### src/rtl/vga_event_gen.sv
// Turns effect switches and level inputs into one-at-a-time plotter events with a busy handshake.
// Define EVENT_GEN_DEBOUNCE_EN to debounce each synchronised switch before edge detection.
module vga_event_gen #(
  parameter int unsigned REFRESH_CYCLES  = 833333,
  parameter int unsigned ACK_TIMEOUT     = 15
`ifdef EVENT_GEN_DEBOUNCE_EN
  , parameter int unsigned DEBOUNCE_CYCLES = 500000
`endif
) (
  input  logic       clk_i,
  input  logic       rst_i,
  input  logic [2:0] effect_sw_i,
  input  logic [6:0] volume_level_i,
  input  logic [6:0] pitch_level_i,
  input  logic [6:0] distortion_level_i,
  input  logic       plot_busy_i,
  output logic       VolumeTurnedOn_o,
  output logic       PitchTurnedOn_o,
  output logic       DistortionTurnedOn_o,
  output logic       VolumeTurnedOff_o,
  output logic       PitchTurnedOff_o,
  output logic       DistortionTurnedOff_o,
  output logic       VolumeGo_o,
  output logic       PitchGo_o,
  output logic       DistortionGo_o,
  output logic       EffectGo_o,
  output logic [6:0] volume_data_o,
  output logic [6:0] pitch_data_o,
  output logic [6:0] distortion_data_o
);
  localparam int unsigned REF_W   = $clog2(REFRESH_CYCLES + 1);
  localparam int unsigned ACK_W   = $clog2(ACK_TIMEOUT + 1);
  localparam logic [6:0]  LVL_MAX = 7'd99;

  typedef enum logic [1:0] {S_IDLE, S_ISSUE, S_WAIT_ACK, S_WAIT_DONE} state_e;

  function automatic logic [6:0] clamp(input logic [6:0] v);
    return (v > LVL_MAX) ? LVL_MAX : v;
  endfunction

  logic [2:0]       sync1_q, sync2_q, sw_prev_q, sw_cur;
  logic [2:0]       rise, fall;
  logic [2:0]       on_q, off_q, upd_q;
  logic [2:0][6:0]  lvl_c, last_q, data_q;
  logic [REF_W-1:0] ref_q;
  logic             tick;
  logic [8:0]       pend_c, sel_oh_c, take_c, ev_q;
  logic [ACK_W-1:0] ack_cnt_q;
  state_e           state_q;
  logic [2:0]       on_pls_q, off_pls_q, go_q;
  logic             effect_go_q;

  always_ff @(posedge clk_i or posedge rst_i) begin
    if (rst_i) begin
      sync1_q   <= '0;
      sync2_q   <= '0;
      sw_prev_q <= '0;
    end else begin
      sync1_q   <= effect_sw_i;
      sync2_q   <= sync1_q;
      sw_prev_q <= sw_cur;
    end
  end

`ifdef EVENT_GEN_DEBOUNCE_EN
  localparam int unsigned DEB_W = $clog2(DEBOUNCE_CYCLES + 1);
  logic [2:0]            deb_q;
  logic [2:0][DEB_W-1:0] deb_cnt_q;

  // Debounced bit follows the synced input only after a full run of differing cycles.
  always_ff @(posedge clk_i or posedge rst_i) begin
    if (rst_i) begin
      deb_q     <= '0;
      deb_cnt_q <= '0;
    end else begin
      for (int i = 0; i < 3; i++) begin
        if (sync2_q[i] == deb_q[i]) begin
          deb_cnt_q[i] <= '0;
        end else if (deb_cnt_q[i] == DEB_W'(DEBOUNCE_CYCLES - 1)) begin
          deb_q[i]     <= sync2_q[i];
          deb_cnt_q[i] <= '0;
        end else begin
          deb_cnt_q[i] <= deb_cnt_q[i] + DEB_W'(1);
        end
      end
    end
  end
  assign sw_cur = deb_q;
`else
  assign sw_cur = sync2_q;
`endif

  assign rise  = sw_cur & ~sw_prev_q;
  assign fall  = ~sw_cur & sw_prev_q;
  assign lvl_c = {clamp(distortion_level_i), clamp(pitch_level_i), clamp(volume_level_i)};
  assign tick  = (ref_q == REF_W'(REFRESH_CYCLES - 1));

  always_ff @(posedge clk_i or posedge rst_i) begin
    if (rst_i) ref_q <= '0;
    else       ref_q <= tick ? '0 : ref_q + REF_W'(1);
  end

  // Priority order, lowest index wins: vol on/off, pitch on/off, dist on/off, then updates.
  assign pend_c   = {upd_q, off_q[2], on_q[2], off_q[1], on_q[1], off_q[0], on_q[0]};
  assign sel_oh_c = pend_c & (~pend_c + 9'd1);
  assign take_c   = (state_q == S_IDLE && !plot_busy_i) ? sel_oh_c : '0;

  // Latest edge wins over the opposite flag; a served update is cleared even on a coincident tick.
  always_ff @(posedge clk_i or posedge rst_i) begin
    if (rst_i) begin
      on_q  <= '0;
      off_q <= '0;
      upd_q <= '0;
    end else begin
      for (int i = 0; i < 3; i++) begin
        on_q[i]  <= (on_q[i] & ~take_c[2*i] & ~fall[i]) | rise[i];
        off_q[i] <= (off_q[i] & ~take_c[2*i+1] & ~rise[i]) | fall[i];
        upd_q[i] <= (upd_q[i] | (tick & sw_cur[i] & (lvl_c[i] != last_q[i]))) & ~take_c[6+i];
      end
    end
  end

  always_ff @(posedge clk_i or posedge rst_i) begin
    if (rst_i) begin
      state_q     <= S_IDLE;
      ev_q        <= '0;
      ack_cnt_q   <= '0;
      data_q      <= '0;
      last_q      <= '0;
      on_pls_q    <= '0;
      off_pls_q   <= '0;
      go_q        <= '0;
      effect_go_q <= 1'b0;
    end else begin
      on_pls_q    <= '0;
      off_pls_q   <= '0;
      go_q        <= '0;
      effect_go_q <= 1'b0;
      case (state_q)
        S_IDLE: begin
          if (|take_c) begin
            ev_q   <= take_c;
            data_q <= lvl_c;
            for (int i = 0; i < 3; i++) begin
              if (take_c[6+i]) last_q[i] <= lvl_c[i];
            end
            state_q <= S_ISSUE;
          end
        end
        S_ISSUE: begin
          on_pls_q    <= {ev_q[4], ev_q[2], ev_q[0]};
          off_pls_q   <= {ev_q[5], ev_q[3], ev_q[1]};
          go_q        <= ev_q[8:6];
          effect_go_q <= |ev_q[8:6];
          ack_cnt_q   <= '0;
          state_q     <= S_WAIT_ACK;
        end
        S_WAIT_ACK: begin
          if (plot_busy_i) begin
            state_q <= S_WAIT_DONE;
          end else if (ack_cnt_q == ACK_W'(ACK_TIMEOUT - 1)) begin
            state_q <= S_IDLE;
          end else begin
            ack_cnt_q <= ack_cnt_q + ACK_W'(1);
          end
        end
        S_WAIT_DONE: begin
          if (!plot_busy_i) state_q <= S_IDLE;
        end
        default: state_q <= S_IDLE;
      endcase
    end
  end

  assign VolumeTurnedOn_o      = on_pls_q[0];
  assign PitchTurnedOn_o       = on_pls_q[1];
  assign DistortionTurnedOn_o  = on_pls_q[2];
  assign VolumeTurnedOff_o     = off_pls_q[0];
  assign PitchTurnedOff_o      = off_pls_q[1];
  assign DistortionTurnedOff_o = off_pls_q[2];
  assign VolumeGo_o            = go_q[0];
  assign PitchGo_o             = go_q[1];
  assign DistortionGo_o        = go_q[2];
  assign EffectGo_o            = effect_go_q;
  assign volume_data_o         = data_q[0];
  assign pitch_data_o          = data_q[1];
  assign distortion_data_o     = data_q[2];
endmodule
### config.mk
export PLATFORM = sky130hd
export DESIGN_NAME = vga_event_gen
export DESIGN_NICKNAME = d
export VERILOG_FILES = /design/src/rtl/vga_event_gen.sv
export SDC_FILE = /design/constraint.sdc
export NUM_CORES = 1
export LEC_CHECK = 0
export BUFFER_PORTS_ARGS = -buffer_cell sky130_fd_sc_hd__buf_2
export CORE_MARGIN = 2
export CORE_UTILIZATION = 50
export DETAILED_ROUTE_END_ITERATION = 8
export PLACE_DENSITY = 0.67
export SYNTH_ARGS = -nofsm -noshare
export SYNTH_HDL_FRONTEND = slang
export SYNTH_SLANG_ARGS = --single-unit
### constraint.sdc
create_clock -name clk_i -period 6.3 [get_ports clk_i]
set_input_delay 1.26 -clock clk_i [delete_from_list [all_inputs] [get_ports clk_i]]
set_output_delay 1.26 -clock clk_i [all_outputs]
set_load 0.005 [all_outputs]
Yosys cells after proc, flatten, opt, wreduce, memory -nomap -nowiden
Index checks and enable logic that the tools add are counted.
- add/sub/neg operators: 3
- order comparisons: 3
- equal/unequal tests: 13
- muxes and demuxes: 17
- bitwise logic cells: 51
- reductions and logical operators: 12
- operators with widths (cell ; count):
    $and A1 B1 Y1 ; 21
    $gt A7 B7 Y1 const B ; 3
    $mux W7 ; 3
    $ne A7 B7 Y1 ; 3
    $add A20 B1 Y20 const B ; 1
    $eq A20 B20 Y1 const B ; 1
    $mux W20 ; 1
    $not A1 Y1 ; 15
    $reduce_and A3 Y1 ; 5
    $add A9 B1 Y9 const B ; 1
    $and A9 B9 Y9 ; 1
    $mux W3 ; 3
    $mux W9 ; 1
    $not A9 Y9 ; 1
    $or A1 B1 Y1 ; 9
    $reduce_or A9 Y1 ; 1
    $mux W2 ; 4
    $mux W4 ; 2
    $pmux W2 S4 ; 1
    $pmux W4 S2 ; 1
    $and A3 B3 Y3 ; 2
    $ne A2 B2 Y1 const B ; 3
    $not A3 Y3 ; 2
    $add A4 B1 Y4 const B ; 1
    other kinds (12) ; 13
- register bits: 105
- input port bits: 27
- output and inout bits: 31

Logic depth before layout (Yosys ltp)
- word-level depth: 8
- depth in mapped cells: 7
- mapped depth without buffers: 6

Worst setup path after synthesis
OpenSTA, ideal clock, no wires.
- kind: input -> register
- from: in plot_busy_i
- to: reg last_q[12] in the netlist's numbering
- setup time: 0.125 ns
- arrival: 2.577 ns
- data required time: 6.175 ns
- path slack: 3.598 ns
- stages on the path: 6
- buffers on the path: 2
- cell sequence: or3_1 clkbuf_1 nor3_4 and3_1 clkbuf_2 mux2_2
- cells in the longest elaborated chain, start to end: 5
- ends and longest elaborated chain (item ; RTL line ; RTL):
    from (decl) ; 16 ; input logic plot_busy_i,
    $logic_not A1 Y1 (*) ; n/a ;
    $logic_and A1 B1 Y1 (*) ; 106 ; assign take_c = (state_q == S_IDLE && !plot_busy_i) ? sel_oh_c : '0;
    $mux W9 (*) ; 106 ;
    $reduce_or A9 Y1 ; 141 ; if (|take_c) begin
    $reduce_and A3 Y1 (no line) (*) ; n/a ;
    to (signal, indexed assignment) ; 145 ; if (take_c[6+i]) last_q[i] <= lvl_c[i];
    to (decl) ; 44 ; logic [2:0][6:0] lvl_c, last_q, data_q;
Mark *: on every way between the ends. The rest lies on a longest branch, timed or not.
A chain may end at the register's enable or synchronous reset.

Final worst setup path
- from: reg on_q[1]
- to: reg data_q (netlist bit volume_data_o[6])
- cells in the longest elaborated chain, start to end: 6
- ends and longest elaborated chain (item ; RTL line ; RTL):
    from (decl) ; 43 ; logic [2:0] on_q, off_q, upd_q;
    from (signal, indexed assignment) ; 116 ; on_q[i] <= (on_q[i] & ~take_c[2*i] & ~fall[i]) | rise[i];
    $not A9 Y9 ; 105 ; assign sel_oh_c = pend_c & (~pend_c + 9'd1);
    $add A9 B1 Y9 ; 105 ;
    $and A9 B9 Y9 (*) ; 105 ;
    $mux W9 (*) ; 106 ;
    $reduce_or A9 Y1 (*) ; 141 ;
    $reduce_and A2 Y1 (no line) (*) ; n/a ;
    to (signal assigned) ; 143 ; data_q <= lvl_c;
    to (decl) ; 44 ;
Marked as above.

==> results by group <==
GRT
  • All-Layer GR Usage: 18.8%
  • Total congestion overflow: 0
  • Initial antenna violation count: 0
  • Largest net degree at the start of global routing: 58
  • Number of global-route vias before repair: 3213
  • First-pass GRT wire length: 15.0 mm

Flow run
  • Max-cap viol count: 0

Synth
  • Largest family of logic cells by synthesized area: simple AND/OR/NAND/NOR gates
  • Net count after synthesis: 457
  • Synth top area share: 57.4%
  • Adder-cell share of the synthesized area: 1.09%
  • Yosys cell types: 48
  • Avg Synthesized Cell Area: 10.7 sq um
  • Yosys warns: 0
  • Ys async rst share: 100%
  • Mux share of post-synthesis cell area: 4.18%
  • Synth area leader: dfrtp_1
  • Post-synth EDFFs: 0
  • XOR/XNOR Fraction of Synth Area: 5.74%
  • Ranking of synthesized cells by area: dfrtp_1 57%, nand2_1 5.1%, o21ai_0 3.9%
  • Mapped Cells: 426
  • Syn Std Cell Area: 4580 sq um
  • Yosys reg bits: 105
  • Post-synthesis simple-gate area fraction: 19.9%
  • Top FF cell, synth: dfrtp_1
  • Sequential area share after synthesis: 57.4%
  • Compound-gate portion of the synthesized area: 9.81%

CTS
  • Clock transition at path regs: 90 ps
  • CTS tree: done
  • Cts bufs inserted: 9
  • CTS resizes: 0
  • Cts hold-fix bufs: 0
  • Max clock buf depth: 2
  • Root buffer cell: clkbuf_8
  • H-tree levels: 3
  • Setup bufs post-CTS: 0
  • Clock sink total: 105
  • Clk_lat worst skew: 370 ps

Detailed routing
  • Avg WL per Cell: 14.4 um
  • Post-route ant nets: 0
  • Vias per cell: 5.44
  • Final WL: 8.62 mm
  • Residual DRC: 0
  • DRT Pass-1 Iters: 4
  • Via count: 3256
  • Initial drt markers: 97

Worst setup path
  • Worst r2r src: on_q[1]$_DFF_PP0_
  • Crit path from: on_q[1]$_DFF_PP0_
  • Critical Path AT: 2950 ps
  • WS Path Type: register to register
  • Worst Path Required: 6550 ps
  • Critical Path End Type: register
  • CP startpoint kind: register
  • Worst-path fanout max: 30

STA
  • Worst-Margin Slew: 780 ps
  • Hold_ws: 356 ps
  • Max Slew Vio Count: 0
  • Final hold viol count: 0
  • RSZ-0062 raised after global routing: no
  • # setup viols final: 0
  • FMAX: 370 MHz
  • Tcrit/Tclk final: 42.9%
  • Setup Total Neg Slack: 0 ps
  • Post-Route Skew: 12.6 ps
  • Slew HR: 47.8%
  • Final WS setup: 3590 ps
  • Min Tclk post-route: 2710 ps

Layout
  • Ant. Diodes: 0
  • Post-layout nets: 516
  • P&R area growth vs syn: 13.9%
  • Layout cells sized above 1: 19.2%
  • # fillers: 717
  • Final Cell Area: 5220 sq um
  • Final core utilization: 59.2%

Hold path
  • Hold path startpoint: sync1_q[0]$_DFF_PP0_
  • Worst min path class: register to register

Run status
  • Run status: completed

Die
  • Die area: 9940 sq um
  • I/O pin cnt: 58
  • Rows: 34
  • Initial core utilization: 52.0%
  • Die width: 99.7 um
  • Die H: 99.7 um
  • Core Area: 8810 sq um

Pwr
  • Max IR drop VDD: 0.161 mV
  • P_leak: 2.53 nW
  • Power per Cell Area: 315 nW/um^2

Place
  • Pre-CTS setup slack: 3290 ps
  • Cell Area, Placed: 4960 sq um
  • GP Congestion: 0.796
  • Hpwl dp: 6.24 mm
  • Port bufs: 57
## layer usage
| metal | vias to the layer above | routed length (um) | track usage, % |
|---|---|---|---|
| li1 | 1600 | - | - |
| met5 | - | 0 | 0 |
| met3 | 11 | 343 | 4.71 |
| met1 | 1590 | 3980 | 25.0 |
| met4 | 0 | 127 | 5.37 |
| met2 | 55 | 4170 | 30.9 |
## synth_stat cells, types with 2 or more instances
| master | n |
|---|---|
| nand4_1 | 9 |
| or3_1 | 4 |
| nor2b_1 | 3 |
| a21oi_1 | 7 |
| nor4b_1 | 2 |
| mux2_2 | 11 |
| nand3_1 | 18 |
| a22o_1 | 6 |
| clkbuf_1 | 6 |
| o21ai_0 | 36 |
| nor4_1 | 2 |
| o311ai_0 | 2 |
| inv_1 | 7 |
| mux2_1 | 6 |
| nor4bb_1 | 3 |
| nor2_1 | 35 |
| and2_1 | 12 |
| dfrtp_1 | 105 |
| o22ai_1 | 5 |
| nor3_1 | 10 |
| nand2_1 | 62 |
| o311a_1 | 2 |
| buf_2 | 4 |
| xor2_1 | 15 |
| nand3b_1 | 2 |
| a21boi_0 | 2 |
| nand2b_1 | 7 |
| xnor2_1 | 15 |
| and3_1 | 6 |
| ha_1 | 4 |
## area by class of cell
cell class / instances / area [sq um] / share of cell area, %
multi-input combinational: 302 / 1870 / 35.8
sequential: 105 / 2630 / 50.4
clock buffer: 10 / 138 / 2.64
tap: 108 / 135 / 2.59
inverter: 7 / 28.8 / 0.552
clock inverter: 6 / 113 / 2.16
timing repair buffer: 60 / 308 / 5.90
## per-stage QoR
step	power (W)	cells
floorplan	0.00103	426
global placement	0.00115	582
detailed placement	0.00116	582
CTS	0.00167	598
global route	0.00174	598
finish	0.00164	598
## worst paths after layout
check / end / slack [ps] / cells past startpoint
max: volume_data_o[6]$_DFFE_PP0P_ / 3590 / 4
min: sw_cur[0]$_DFF_PP0_ / 360 / 0
max reg2reg: volume_data_o[6]$_DFFE_PP0P_ / 3590 / 4
min reg2reg: sw_cur[0]$_DFF_PP0_ / 360 / 0
max in group asynchronous: ev_q[4]$_DFFE_PP0P_ / 4210 / 3
min in group asynchronous: sw_cur[1]$_DFF_PP0_ / 950 / 2
## registers in the layout, summed over array words and instances, names as in the netlist, 4 cells and up
| register | count |
|---|---|
| last_q | 21 |
| ref_q | 20 |
| ev_q | 9 |
| distortion_data_o | 7 |
| pitch_data_o | 7 |
| volume_data_o | 7 |
| ack_cnt_q | 4 |
## report_power, final
group / leakage, nW / internal, W / switching, W
Clock: 0.127 / 0.000277 / 0.000227
Sequential: 1.37 / 0.000778 / 0.0000698
Combinational: 1.04 / 0.000135 / 0.000157
Total: 2.53 / 0.00119 / 0.000453
## critical path, cell delays in order (launching register included)
cell and delay, ps:
dfrtp_1 440, or4_4 600, o41ai_4 730, buf_4 440, mux2_2 380
## cells in the final DEF (no fill, tap or decap), types with 3 or more instances in the layout
master	count
bufinv_16	3
and2_1	12
o22ai_1	5
o21ai_0	36
buf_2	57
inv_1	6
buf_4	3
nor2b_1	3
nand3_1	18
xor2_1	15
nand2_1	62
or3_1	4
and3_1	6
a22o_1	6
ha_1	4
a21oi_1	7
mux2_1	6
nand2b_1	7
mux2_2	11
dfrtp_1	105
nor2_1	35
nand4_1	9
clkbuf_8	10
xnor2_1	15
nor4bb_1	3
nor3_1	10
## cell families after synthesis
family	after synthesis
fa+ha+maj	4
mux	17
flops	105
xor+xnor	30
compound gates	69
simple gates	182
buf+inv	19
(Power assumes the default switching activity.)
